--- config.mk ---
export PLATFORM = sky130hd
export DESIGN_NAME = lc3_control_fsm
export DESIGN_NICKNAME = d
export VERILOG_FILES = /design/src/rtl/lc3_pkg.sv /design/src/rtl/lc3_mem_wait.sv /design/src/rtl/lc3_control_fsm.sv
export SDC_FILE = /design/constraint.sdc
export NUM_CORES = 1
export LEC_CHECK = 0
export ABC_AREA = 1
export CORE_MARGIN = 4
export CORE_UTILIZATION = 48
export DETAILED_ROUTE_END_ITERATION = 16
export PLACE_DENSITY = 0.84
export SYNTH_ARGS = -nofsm -noshare
export SYNTH_HDL_FRONTEND = slang
export SYNTH_SLANG_ARGS = --single-unit
--- constraint.sdc ---
create_clock -name Clk -period 3.25 [get_ports Clk]
set_input_delay 0.975 -clock Clk [delete_from_list [all_inputs] [get_ports Clk]]
set_output_delay 0.975 -clock Clk [all_outputs]
set_load 0.05 [all_outputs]
--- src/rtl/lc3_pkg.sv ---
// -----------------------------------------------------------------------------
// lc3_pkg
//   Shared definitions for the LC-3 control slice: control-state encoding,
//   opcode values (IR[15:12]) and the datapath mux/ALU select encodings.
// -----------------------------------------------------------------------------
package lc3_pkg;

  typedef enum logic [4:0] {
    S_HALTED   = 5'd0,
    S_FETCH1   = 5'd1,
    S_FETCH2   = 5'd2,
    S_FETCH3   = 5'd3,
    S_DECODE   = 5'd4,
    S_ADD      = 5'd5,
    S_AND      = 5'd6,
    S_NOT      = 5'd7,
    S_BR       = 5'd8,
    S_BR_TAKEN = 5'd9,
    S_JMP      = 5'd10,
    S_JSR1     = 5'd11,
    S_JSR2     = 5'd12,
    S_LDR1     = 5'd13,
    S_LDR2     = 5'd14,
    S_LDR3     = 5'd15,
    S_STR1     = 5'd16,
    S_STR2     = 5'd17,
    S_STR3     = 5'd18,
    S_PAUSE1   = 5'd19,
    S_PAUSE2   = 5'd20
  } state_t;

  // Opcodes as they appear in IR[15:12]
  localparam logic [3:0] OP_BR    = 4'b0000;
  localparam logic [3:0] OP_ADD   = 4'b0001;
  localparam logic [3:0] OP_JSR   = 4'b0100;
  localparam logic [3:0] OP_AND   = 4'b0101;
  localparam logic [3:0] OP_LDR   = 4'b0110;
  localparam logic [3:0] OP_STR   = 4'b0111;
  localparam logic [3:0] OP_NOT   = 4'b1001;
  localparam logic [3:0] OP_JMP   = 4'b1100;
  localparam logic [3:0] OP_PAUSE = 4'b1101;

  // PC input mux
  localparam logic [1:0] PCMUX_PC1   = 2'd0;
  localparam logic [1:0] PCMUX_BUS   = 2'd1;
  localparam logic [1:0] PCMUX_ADDER = 2'd2;

  // Address adder operand selects
  localparam logic       ADDR1_PC    = 1'b0;
  localparam logic       ADDR1_SR1   = 1'b1;
  localparam logic [1:0] ADDR2_ZERO  = 2'd0;
  localparam logic [1:0] ADDR2_OFF6  = 2'd1;
  localparam logic [1:0] ADDR2_OFF9  = 2'd2;
  localparam logic [1:0] ADDR2_OFF11 = 2'd3;

  // ALU function
  localparam logic [1:0] ALUK_ADD  = 2'd0;
  localparam logic [1:0] ALUK_AND  = 2'd1;
  localparam logic [1:0] ALUK_NOT  = 2'd2;
  localparam logic [1:0] ALUK_PASS = 2'd3;

  // States that stall on the memory handshake and are covered by the timeout
  function automatic logic is_mem_wait(input state_t s);
    return (s == S_FETCH2) || (s == S_LDR2) || (s == S_STR3);
  endfunction

endpackage

--- src/rtl/lc3_mem_wait.sv ---
// -----------------------------------------------------------------------------
// lc3_mem_wait
//   Counts consecutive cycles spent in a memory-wait state without Mem_ready
//   and flags a timeout on the MEM_TIMEOUT-th such cycle.
//   Ports:
//     Clk, Reset_n  clock / async active-low reset
//     in_wait       FSM is currently in a memory-wait state
//     mem_ready     memory completes its access this cycle
//     timeout       combinational: this cycle is the last allowed one and
//                   memory still is not ready
// -----------------------------------------------------------------------------
module lc3_mem_wait #(
  parameter int MEM_TIMEOUT = 15
) (
  input  logic Clk,
  input  logic Reset_n,
  input  logic in_wait,
  input  logic mem_ready,
  output logic timeout
);

  localparam int CW = $clog2(MEM_TIMEOUT + 1);

  logic [CW-1:0] wait_cnt;

  // Wait states are never back-to-back, so clearing whenever the FSM is not
  // stalling gives a fresh count on every entry.
  always_ff @(posedge Clk or negedge Reset_n) begin
    if (!Reset_n) begin
      wait_cnt <= '0;
    end else if (in_wait && !mem_ready) begin
      // NOTE: sequential state uses non-blocking assignment so every flop
      // samples pre-edge values regardless of statement order.
      wait_cnt <= wait_cnt + CW'(1);
    end else begin
      wait_cnt <= '0;
    end
  end

  // A ready arriving on the final cycle suppresses the timeout.
  assign timeout = in_wait && !mem_ready && (wait_cnt == CW'(MEM_TIMEOUT - 1));

endmodule

--- src/rtl/lc3_control_fsm.sv ---
// -----------------------------------------------------------------------------
// lc3_control_fsm
//   Moore control FSM sequencing LC-3 fetch / decode / execute.
//   Inputs : Clk, Reset_n (async, active-low), Run, Continue, Opcode[3:0],
//            IR_5, IR_11, BEN (registered branch enable), Mem_ready
//   Outputs: register loads LD_MAR/MDR/IR/BEN/CC/REG/PC/LED,
//            bus gates GatePC/GateMDR/GateALU/GateMARMUX (at most one high),
//            mux selects PCMUX, DRMUX, SR1MUX, SR2MUX, ADDR1MUX, ADDR2MUX,
//            ALUK, memory strobes Mem_OE/Mem_WE, sticky Mem_err.
// -----------------------------------------------------------------------------
module lc3_control_fsm
  import lc3_pkg::*;
#(
  parameter int MEM_TIMEOUT = 15
) (
  input  logic       Clk,
  input  logic       Reset_n,
  input  logic       Run,
  input  logic       Continue,
  input  logic [3:0] Opcode,
  input  logic       IR_5,
  input  logic       IR_11,
  input  logic       BEN,
  input  logic       Mem_ready,
  output logic       LD_MAR,
  output logic       LD_MDR,
  output logic       LD_IR,
  output logic       LD_BEN,
  output logic       LD_CC,
  output logic       LD_REG,
  output logic       LD_PC,
  output logic       LD_LED,
  output logic       GatePC,
  output logic       GateMDR,
  output logic       GateALU,
  output logic       GateMARMUX,
  output logic [1:0] PCMUX,
  output logic       DRMUX,
  output logic       SR1MUX,
  output logic       SR2MUX,
  output logic       ADDR1MUX,
  output logic [1:0] ADDR2MUX,
  output logic [1:0] ALUK,
  output logic       Mem_OE,
  output logic       Mem_WE,
  output logic       Mem_err
);

  state_t state, state_next;
  logic   mem_err_q;
  logic   mem_timeout;

  lc3_mem_wait #(
    .MEM_TIMEOUT (MEM_TIMEOUT)
  ) u_mem_wait (
    .Clk       (Clk),
    .Reset_n   (Reset_n),
    .in_wait   (is_mem_wait(state)),
    .mem_ready (Mem_ready),
    .timeout   (mem_timeout)
  );

  // ---------------------------------------------------------------------------
  // Next-state logic
  // ---------------------------------------------------------------------------
  always_comb begin
    // NOTE: default assignment first so no path through the block leaves
    // state_next unassigned, which would infer a latch.
    state_next = state;
    unique case (state)
      S_HALTED:   if (Run) state_next = S_FETCH1;
      S_FETCH1:   state_next = S_FETCH2;
      S_FETCH2:   if (Mem_ready) state_next = S_FETCH3;
      S_FETCH3:   state_next = S_DECODE;
      S_DECODE: begin
        case (Opcode)
          OP_ADD:   state_next = S_ADD;
          OP_AND:   state_next = S_AND;
          OP_NOT:   state_next = S_NOT;
          OP_BR:    state_next = S_BR;
          OP_JMP:   state_next = S_JMP;
          OP_JSR:   state_next = S_JSR1;
          OP_LDR:   state_next = S_LDR1;
          OP_STR:   state_next = S_STR1;
          OP_PAUSE: state_next = S_PAUSE1;
          default:  state_next = S_FETCH1;  // unimplemented opcodes act as NOP
        endcase
      end
      S_ADD, S_AND, S_NOT: state_next = S_FETCH1;
      // BEN was loaded on the DECODE edge, so it is valid here.
      S_BR:       state_next = BEN ? S_BR_TAKEN : S_FETCH1;
      S_BR_TAKEN: state_next = S_FETCH1;
      S_JMP:      state_next = S_FETCH1;
      S_JSR1:     state_next = S_JSR2;
      S_JSR2:     state_next = S_FETCH1;
      S_LDR1:     state_next = S_LDR2;
      S_LDR2:     if (Mem_ready) state_next = S_LDR3;
      S_LDR3:     state_next = S_FETCH1;
      S_STR1:     state_next = S_STR2;
      S_STR2:     state_next = S_STR3;
      S_STR3:     if (Mem_ready) state_next = S_FETCH1;
      S_PAUSE1:   if (Continue) state_next = S_PAUSE2;
      S_PAUSE2:   if (!Continue) state_next = S_FETCH1;
      default:    state_next = S_HALTED;
    endcase
    // A stalled memory access aborts whatever the state table chose.
    if (mem_timeout) state_next = S_HALTED;
  end

  // ---------------------------------------------------------------------------
  // Output decode (Moore; IR_5/IR_11 only steer selects that are IR fields)
  // ---------------------------------------------------------------------------
  always_comb begin
    LD_MAR     = 1'b0;
    LD_MDR     = 1'b0;
    LD_IR      = 1'b0;
    LD_BEN     = 1'b0;
    LD_CC      = 1'b0;
    LD_REG     = 1'b0;
    LD_PC      = 1'b0;
    LD_LED     = 1'b0;
    GatePC     = 1'b0;
    GateMDR    = 1'b0;
    GateALU    = 1'b0;
    GateMARMUX = 1'b0;
    PCMUX      = PCMUX_PC1;
    DRMUX      = 1'b0;
    SR1MUX     = 1'b0;
    SR2MUX     = 1'b0;
    ADDR1MUX   = ADDR1_PC;
    ADDR2MUX   = ADDR2_ZERO;
    ALUK       = ALUK_ADD;
    Mem_OE     = 1'b0;
    Mem_WE     = 1'b0;
    unique case (state)
      S_FETCH1: begin
        GatePC = 1'b1;
        LD_MAR = 1'b1;
        PCMUX  = PCMUX_PC1;
        LD_PC  = 1'b1;
      end
      S_FETCH2, S_LDR2: begin
        Mem_OE = 1'b1;
        LD_MDR = 1'b1;
      end
      S_FETCH3: begin
        GateMDR = 1'b1;
        LD_IR   = 1'b1;
      end
      S_DECODE: LD_BEN = 1'b1;
      S_ADD, S_AND, S_NOT: begin
        GateALU = 1'b1;
        LD_REG  = 1'b1;
        LD_CC   = 1'b1;
        SR2MUX  = IR_5;
        ALUK    = (state == S_ADD) ? ALUK_ADD :
                  (state == S_AND) ? ALUK_AND : ALUK_NOT;
      end
      S_BR_TAKEN: begin
        ADDR1MUX = ADDR1_PC;
        ADDR2MUX = ADDR2_OFF9;
        PCMUX    = PCMUX_ADDER;
        LD_PC    = 1'b1;
      end
      S_JMP: begin
        ADDR1MUX = ADDR1_SR1;
        ADDR2MUX = ADDR2_ZERO;
        PCMUX    = PCMUX_ADDER;
        LD_PC    = 1'b1;
      end
      S_JSR1: begin
        GatePC = 1'b1;
        DRMUX  = 1'b1;
        LD_REG = 1'b1;
      end
      S_JSR2: begin
        // JSRR reaches SR1 through the adder with a zero offset.
        ADDR1MUX = IR_11 ? ADDR1_PC : ADDR1_SR1;
        ADDR2MUX = IR_11 ? ADDR2_OFF11 : ADDR2_ZERO;
        PCMUX    = PCMUX_ADDER;
        LD_PC    = 1'b1;
      end
      S_LDR1, S_STR1: begin
        ADDR1MUX   = ADDR1_SR1;
        ADDR2MUX   = ADDR2_OFF6;
        GateMARMUX = 1'b1;
        LD_MAR     = 1'b1;
      end
      S_LDR3: begin
        GateMDR = 1'b1;
        LD_REG  = 1'b1;
        LD_CC   = 1'b1;
      end
      S_STR2: begin
        // Source register is in IR[11:9]; ALU passes it through to MDR.
        SR1MUX  = 1'b1;
        ALUK    = ALUK_PASS;
        GateALU = 1'b1;
        LD_MDR  = 1'b1;
      end
      S_STR3:   Mem_WE = 1'b1;
      S_PAUSE1: LD_LED = 1'b1;
      default: ;
    endcase
  end

  // ---------------------------------------------------------------------------
  // State and sticky error
  // ---------------------------------------------------------------------------
  always_ff @(posedge Clk or negedge Reset_n) begin
    if (!Reset_n) begin
      state     <= S_HALTED;
      mem_err_q <= 1'b0;
    end else begin
      state <= state_next;
      if (mem_timeout) mem_err_q <= 1'b1;
    end
  end

  assign Mem_err = mem_err_q;

endmodule

# ---- Yosys cells after proc, flatten, opt, wreduce, memory -nomap -nowiden
# Memories as Yosys holds them, arrays and structs flattened.
# Index checks and enable logic that the tools add are counted.
dict set report op_classes {
  reduce_logical 21
  muxes 35
  eq_ne 27
  add_sub_neg 1
}
# op count
set op_table {}
lappend op_table {{5-bit case mux with 15 select lines} 1}
lappend op_table {{5-bit by 4-bit equality test with 1-bit output, second input constant} 8}
lappend op_table {{5-bit 2-to-1 mux} 7}
lappend op_table {{5-bit equality test, second input constant} 5}
lappend op_table {{5-bit by 3-bit equality test with 1-bit output, second input constant} 4}
lappend op_table {{1-bit 2-to-1 mux} 18}
lappend op_table {{3-bit != test, second input constant} 6}
lappend op_table {{3-bit OR reduction} 5}
lappend op_table {{4-bit OR reduction} 3}
lappend op_table {{5-bit by 2-bit equality test with 1-bit output, second input constant} 2}
lappend op_table {{2-bit 2-to-1 mux} 4}
lappend op_table {{4-bit 2-to-1 mux} 2}
lappend op_table {{2-bit OR reduction} 4}
lappend op_table {{7-bit OR reduction} 1}
lappend op_table {{2-bit case mux with 3 select lines} 1}
lappend op_table {{6-bit AND reduction} 1}
lappend op_table {{5-bit by 1-bit equality test with 1-bit output, second input constant} 1}
lappend op_table {{5-bit zero test} 1}
lappend op_table {{5-bit OR reduction} 1}
lappend op_table {{4-bit by 1-bit adder with 4-bit output, second input constant} 1}
lappend op_table {{4-bit equality test, second input constant} 1}
lappend op_table {{2-bit case mux with 2 select lines} 1}
lappend op_table {{1-bit logical AND} 2}
lappend op_table {{1-bit logical OR} 2}
lappend op_table {{other kinds (2)} 2}
dict set report totals {
  register_bits 10
  n_memories 1
  romBits 80
}
# memory depth word_bits rd rd_clocked_by_memory_dff write_ports line
set memory_table {}
lappend memory_table {{(name not given)} 16 5 1 0 0 lc3_control_fsm.sv:76} ;# case (Opcode)

# ---- Logic depth before layout (Yosys ltp)
# Gate-level depths: netlist (run 1).
dict set report logic_depth {
  ltp_word 7
  depth_mapped 9
  ltp_nobuf 9
}

# ---- Modules after synthesis
# From an unflattened synthesis (run 1), not the netlist that was laid out.
dict set report unflattened {
  hier_cells 173
  hier_area_um2 1058.5
}
# module area_each_um2 n_inst seq_area_each_um2 cells_each
set modules_own_cells {}
lappend modules_own_cells {lc3_control_fsm 860.8 1 150.1 151}
lappend modules_own_cells {lc3_mem_wait 197.7 1 100.1 22}

# ---- Worst setup path after synthesis (run 1)
# No wires, ideal clock.
dict set report synth_path {
  path_kind {in2out}
  from {input IR_11}
  to {output ADDR2MUX[0]}
  path_stages 2
  arrival_time_ps 2101
  setup_slack_ps 174
  required_ps 2275
  path_cell_list {inv_1 > o21ai_0}
}
dict set report synth_via {
  elab_chain_len 2
}
# element line
set synth_lines {}
lappend synth_lines {{from (decl)} lc3_control_fsm.sv:22} ;# input logic IR_11,
lappend synth_lines {{2-bit 2-to-1 mux} lc3_control_fsm.sv:179} ;# ADDR2MUX = IR_11 ? ADDR2_OFF11 : ADDR2_ZERO;
lappend synth_lines {{2-bit case mux with 3 select lines} lc3_control_fsm.sv:135} ;# unique case (state)
lappend synth_lines {{to (decl)} lc3_control_fsm.sv:42} ;# output logic [1:0] ADDR2MUX,
# No other way between the ends.

# ---- Worst setup path in the final report (run 1)
dict set report layout_path {
  from {register state[4]}
  to {output LD_CC}
}
dict set report layout_via {
  elab_chain_len 3
}
# element line
set layout_lines {}
lappend layout_lines {{from (decl)} lc3_control_fsm.sv:49} ;# state_t state, state_next;
lappend layout_lines {{from (signal assigned)} lc3_control_fsm.sv:215} ;# state <= state_next;
lappend layout_lines {{5-bit by 3-bit equality test with 1-bit output / 5-bit by 4-bit equality test with 1-bit output (equally long branches)} lc3_control_fsm.sv:135}
lappend layout_lines {{4-bit OR reduction (no line) *} n/a}
lappend layout_lines {{1-bit 2-to-1 mux *} lc3_control_fsm.sv:135}
lappend layout_lines {{to (decl)} lc3_control_fsm.sv:29} ;# output logic LD_CC,
# Mark *: on every way between the ends. The rest lies on a longest branch, timed or not.

==> run summary, run 1 <==
Status: completed
IR drop worst, VDD: 0.000613 V
Remaining antenna violation count: 0
Leakage: 0.917 nW
RSZ-0062 raised after global routing: no
Post-synthesis cell type count: 26
Final TNS setup: 0 ns
Slew margin rel.: 0.653
Final Total Pwr: 1.32 mW
Hold Fails Final Rpt: 0
Comb pwr share: 0.757
Clk pwr share: 0.083
Area contributors post-synth: dfrtp_1 (23%), nand2_1 (16%), nand3_1 (9.8%)
Clock sink count: 10
Initial core utilization: 0.524
Total gr overflow: 0
Vias in the first global route: 1183
Crit path required time: 2.27 ns
Grt met1 use: 0.228
Minimum clock period: 3.14 ns
Initial DRC count: 40
Worst setup EP type: primary output
First-pass GRT wire length: 5.06 mm
Net count after synthesis: 188
Slew @ Worst Pin: 0.519 ns
Yosys reg bits: 10
Slowest stage cell, crit path: clkdlybuf4s50_1
Yosys warns: 0
Post-CTS Repair Setup Buffers: 0
Slew Limit Fails: 0
Sequential element share of the synthesized area: 0.234
CTS tree: done
Max Clock Freq: 319 MHz
DRT Pass-1 Iters: 5
Clk_skew: 0.0148 ns
Seq pwr share: 0.160
P per Cell Area: 873 nW/um2
H-tree depth reported by CTS: 1
Routing usage on met3: 0.0443
Sw Share: 0.597
Worst Path Max Fanout: 12
GRT Max-Usage Layer: met2
Syn-to-layout area delta: 41.8%
CP Launch Type: flip-flop
Wire length per cell: 12.4 um
CTS Buf Count: 3
Hold Crit Class: flip-flop to flip-flop
Mapped cell area: 1070 um2
Die H: 55.2 um
DR vias: 1216
DRC: 0
Core area: 2040 um2
R2r endpoint: state[1]
R2R cell count: 8
Arrival @ worst endpoint: 2.16 ns
WP buf/inv: 1
IO Port Bufs: 35
CP dominant cell by count: nand2_1
Hold Crit Start: Mem_err
Final period util: 0.966
Commonest non-fill, non-tap cells in the layout: nand2_1 (45), inv_1 (24), nand3_1 (21)
Share of the synthesized area in the top cell type: 0.234
Worst Hold Path EP: Mem_err
Yosys top cell by area: dfrtp_1
M2 GR Usage: 0.372
Clock Pin Slew Worst Setup and Hold Paths: 0.06 ns
Max cap viols: 0
Footprint of the multi-input gates: 691 um2
GRT Total Usage: 0.197
CTS Root Cell: clkbuf_4
Worst Hold Path Cells: 1
Filler Cell Count: 179
R2r startpoint: state[4]
Finished Layout Cells: 235
Antenna violations before repair: 0
Final hold slack: 0.469 ns
Storage element area: 250 um2
Antenna Cells: 0
Register-to-register setup slack: 1.59 ns
# IOs: 37
RePlAce Congestion: 0.879
CP peak stage delay: 0.80 ns
Placed cells: 231
Most common cell after layout, fill and taps aside: nand2_1
Switching power: 0.791 mW
Setup Viol. Count Final: 0
Rows: 16
Drt total wl: 2.92 mm
Mean Syn Cell Area: 6.29 um2
CP Cell Sequence: nor2_2, nand2_1, nand2_1, clkdlybuf4s50_1
Largest net degree at the start of global routing: 13
Critical path class: flip-flop to primary output
Vias per inst: 5.17
Detail Placement HPWL: 2.46 mm
Die Area: 3050 um2
CTS Buffer Depth: 2
Final #Nets: 227
Crit path max-delay family: buffers and inverters
Worst-Skew Late Latency: 0.27 ns
Chip width: 55.2 um
Power Internal: 0.534 mW
Post-Syn Instances: 170
Share of layout cells above drive strength 1: 0.197
## synthesized netlist by cell type (all sizes together)
cell and count:
nand4 5, o31ai 1, xor2 1, nor2 25, buf 3, xnor2 1
o21ai 9, or2 1, a31oi 1, inv 28, conb 1, nand2 50
ha 6, a21oi 6, o21a 1, nand3 21, dfrtp 10
## worst max-delay path by stage
stage | start | endpoint | slack, ns | cells past startpoint
floorplan | IR_11 | ADDR2MUX[0] | 0.17 | 2
global placement | IR_11 | ADDR2MUX[0] | 0.31 | 4
detailed placement | IR_11 | ADDR2MUX[0] | 0.24 | 4
CTS | state[4] | Mem_OE | 0.07 | 4
global route | state[4] | LD_CC | 0.01 | 4
finish | state[4] | LD_CC | 0.11 | 4
## repair_timing
item / 4_1_cts / 5_1_grt
hold buffers: 0 / 0
gates resized for setup: 0 / 6
endpoints found under the setup margin: 0 / 6
## power groups by stage
stage               Combinational, mW  Sequential (mW)  Clock (mW)
floorplan                       0.717            0.190           0
global placement                0.995            0.208           0
CTS                              1.00            0.209       0.113
detailed placement               1.00            0.212           0
finish                           1.00            0.212       0.110
global route                     1.08            0.216       0.125
## through the flow
stage | setup slack [ns] | cell area (um2) | utilization
finish | 0.111 | 1520 | 0.743
detailed placement | 0.240 | 1470 | 0.718
floorplan | 0.174 | 1070 | -
global placement | 0.315 | 1470 | 0.718
CTS | 0.0734 | 1500 | 0.735
global route | 0.0110 | 1520 | 0.743
## worst reg2reg max path: cells and delay by family, from the launching register on
kind                   cells  cell delay, ns
AND/OR/NAND/NOR            6            0.63
AO/OA/AOI/OAI              1            0.05
flip-flops                 1            0.65
buffers and inverters      1            0.26
## flip-flops by register name, indices dropped and copies added, names as in the netlist
register,count
Mem_err,1
state,5
u_mem_wait.wait_cnt,4
## logic make-up after synthesis
group / after synthesis / share of synthesized area
flip-flops: 10 / 0.234
buffers and inverters: 31 / 0.120
AO/OA/AOI/OAI: 18 / 0.104
AND/OR/NAND/NOR: 102 / 0.451
adder cells (fa/ha/maj): 6 / 0.0702
other: 1 / 0.00351
XOR/XNOR: 2 / 0.0164
## final cells by class
cell class / instances / share of cell area
tap: 27 / 0.0223
sequential: 10 / 0.165
inverter: 28 / 0.0693
multi-input combinational: 129 / 0.455
clock buffer: 4 / 0.0239
timing repair buffer: 37 / 0.264
## metal layers
metal	vias to the layer above	routed length [um]
met1	554	1190
met4	0	0
met5	-	0
met3	0	174
met2	48	1550
li1	614	-
Power figures use the tool's default switching activity.
==> run 2: changes to the inputs <==
--- a/config.mk
+++ b/config.mk
@@ -7,9 +7,11 @@
 export LEC_CHECK = 0
 export ABC_AREA = 1
 export CORE_MARGIN = 4
-export CORE_UTILIZATION = 48
+export CORE_UTILIZATION = 70
+export CTS_BUF_LIST = sky130_fd_sc_hd__clkbuf_8
 export DETAILED_ROUTE_END_ITERATION = 16
-export PLACE_DENSITY = 0.84
+export DONT_BUFFER_PORTS = 1
+export PLACE_DENSITY = 0.95
 export SYNTH_ARGS = -nofsm -noshare
 export SYNTH_HDL_FRONTEND = slang
 export SYNTH_SLANG_ARGS = --single-unit
==> run 2 against run 1 <==
Die area decreased by 27%. Largest cell class unchanged. Clock power up 40%. First-iteration DRC count up 45%. Combinational power is 16% lower. Routed wire length shrank 1.9%. Sequential power barely moved. Design area down 23%. Utilization is 12 points higher. Final cell count is 18% lower. Register-to-register slack worse by 0.15 ns. Critical path type unchanged. Via count is 5.7% lower. Non-clock buffer count down 30. Critical endpoint is now LD_MAR.
==> run summary, run 2 (same netlist as run 1, synthesis figures left out) <==
Status: completed
Syn-to-layout area delta: 9.59%
Crit path required time: 2.27 ns
Clock Pin Slew Worst Setup and Hold Paths: 0.05 ns
Slew margin rel.: 0.641
Remaining antenna violation count: 0
Critical path origin: state[4]
Slowest stage cell, crit path: dfrtp_1
Total gr overflow: 0
Finished Layout Cells: 193
Filler Cell Count: 93
Hold Crit Class: input pin to asynchronous set/reset pin
H-tree depth reported by CTS: 1
Die Area: 2220 um2
IO Port Bufs: 0
Post-cts resize count: 0
RSZ-0062 raised after global routing: no
Worst Path Max Fanout: 12
Minimum clock period: 2.98 ns
Cell count along the critical path: 6
Largest net degree at the start of global routing: 13
Worst setup EP type: primary output
Setup Viol. Count Final: 0
Die H: 47.1 um
Drt total wl: 2.86 mm
R2r startpoint: state[1]
Crit path max-delay family: simple AND/OR/NAND/NOR gates
Initial DRC count: 58
Storage element area: 250 um2
Placed cells: 189
Final #Nets: 197
Final Total Pwr: 1.21 mW
CP Cell Sequence: inv_1, nor2_2, nand2_1, o21ai_2, inv_1, nand2_1
Largest register FFs: 5
Footprint of the multi-input gates: 691 um2
R2R cell count: 7
Most common cell after layout, fill and taps aside: nand2_1
Final setup margin: 0.266 ns
Worst-Skew Late Latency: 0.24 ns
Final core occ: 0.858
Max cap viols: 0
Clock sink count: 10
Register-to-register setup slack: 1.44 ns
WP buf/inv: 2
Final period util: 0.918
Chip width: 47.1 um
Wire length per cell: 14.8 um
IR drop worst, VDD: 0.000676 V
Final hold slack: 0.431 ns
GRT Total Usage: 0.288
DRT Pass-1 Iters: 4
Initial core utilization: 0.783
Share of layout cells above drive strength 1: 0.191
Commonest non-fill, non-tap cells in the layout: nand2_1 (45), inv_1 (24), nand3_1 (21)
Antenna violations before repair: 0
Rows: 13
Hold Fails Final Rpt: 0
P per Cell Area: 1030 nW/um2
Post-CTS Repair Setup Buffers: 0
CTS Root Cell: clkbuf_8
Leakage: 0.691 nW
CTS Buffer Depth: 2
Setup WS pre-CTS: 0.578 ns
Placed cell areas: 1120 um2
Arrival @ worst endpoint: 2.01 ns
DRC: 0
Vias per inst: 5.94
First-pass GRT wire length: 4.44 mm
CTS Buf Count: 3
R2r endpoint: state[2]
DR vias: 1147
CP peak stage delay: 0.62 ns
Max Clock Freq: 335 MHz
Detail Placement HPWL: 2.23 mm
Slew Limit Fails: 0
Hold_buf cts: 0
Largest Register: state
Slew @ Worst Pin: 0.536 ns
Final TNS setup: 0 ns
# IOs: 37
CTS tree: done
RePlAce Congestion: 0.898
Antenna Cells: 0
End of the critical path: LD_MAR
Core area: 1370 um2
Fin area: 1170 um2
CP Launch Type: flip-flop
Clk_skew: 0.00147 ns
Vias in the first global route: 1027
Critical path class: flip-flop to primary output
[run 2: cell types whose count changed in the layout (fill, tap and decap cells not counted), moves of 4 or more]
cell             change
buf_12               -4
clkdlybuf4s50_1     -17
dlymetal6s2s_1       -6
o21ai_0              -4
o21ai_1              +4
[run 2: layout make-up]
cell class / instances / area share
Clock buffer: 4 / 0.0470
Timing Repair Buffer: 7 / 0.0448
Tap cell: 15 / 0.0160
Inverter: 28 / 0.0896
Sequential cell: 10 / 0.213
Multi-Input combinational cell: 129 / 0.589
[run 2: where the power goes]
part	leakage, nW	switching [mW]	total, mW	internal (mW)
logic	0.527	0.676	0.841	0.165
registers	0.135	0.0555	0.210	0.155
clock network	0.0288	0.0481	0.154	0.106
[run 2: worst min-delay path by stage]
stage                                   to  cells past startpoint
finish              u_mem_wait.wait_cnt[1]                      0
global route                       Mem_err                      0
detailed placement  u_mem_wait.wait_cnt[0]                      1
global placement    u_mem_wait.wait_cnt[0]                      1
CTS                 u_mem_wait.wait_cnt[1]                      0
floorplan           u_mem_wait.wait_cnt[0]                      1
[run 2: metal layers]
metal | GRT usage | up-vias | wire, um
li1 | - | 555 | -
met3 | 0.119 | 2 | 318
met5 | 0 | - | 0
met1 | 0.347 | 514 | 1100
met4 | 0.0608 | 0 | 17
met2 | 0.482 | 76 | 1430
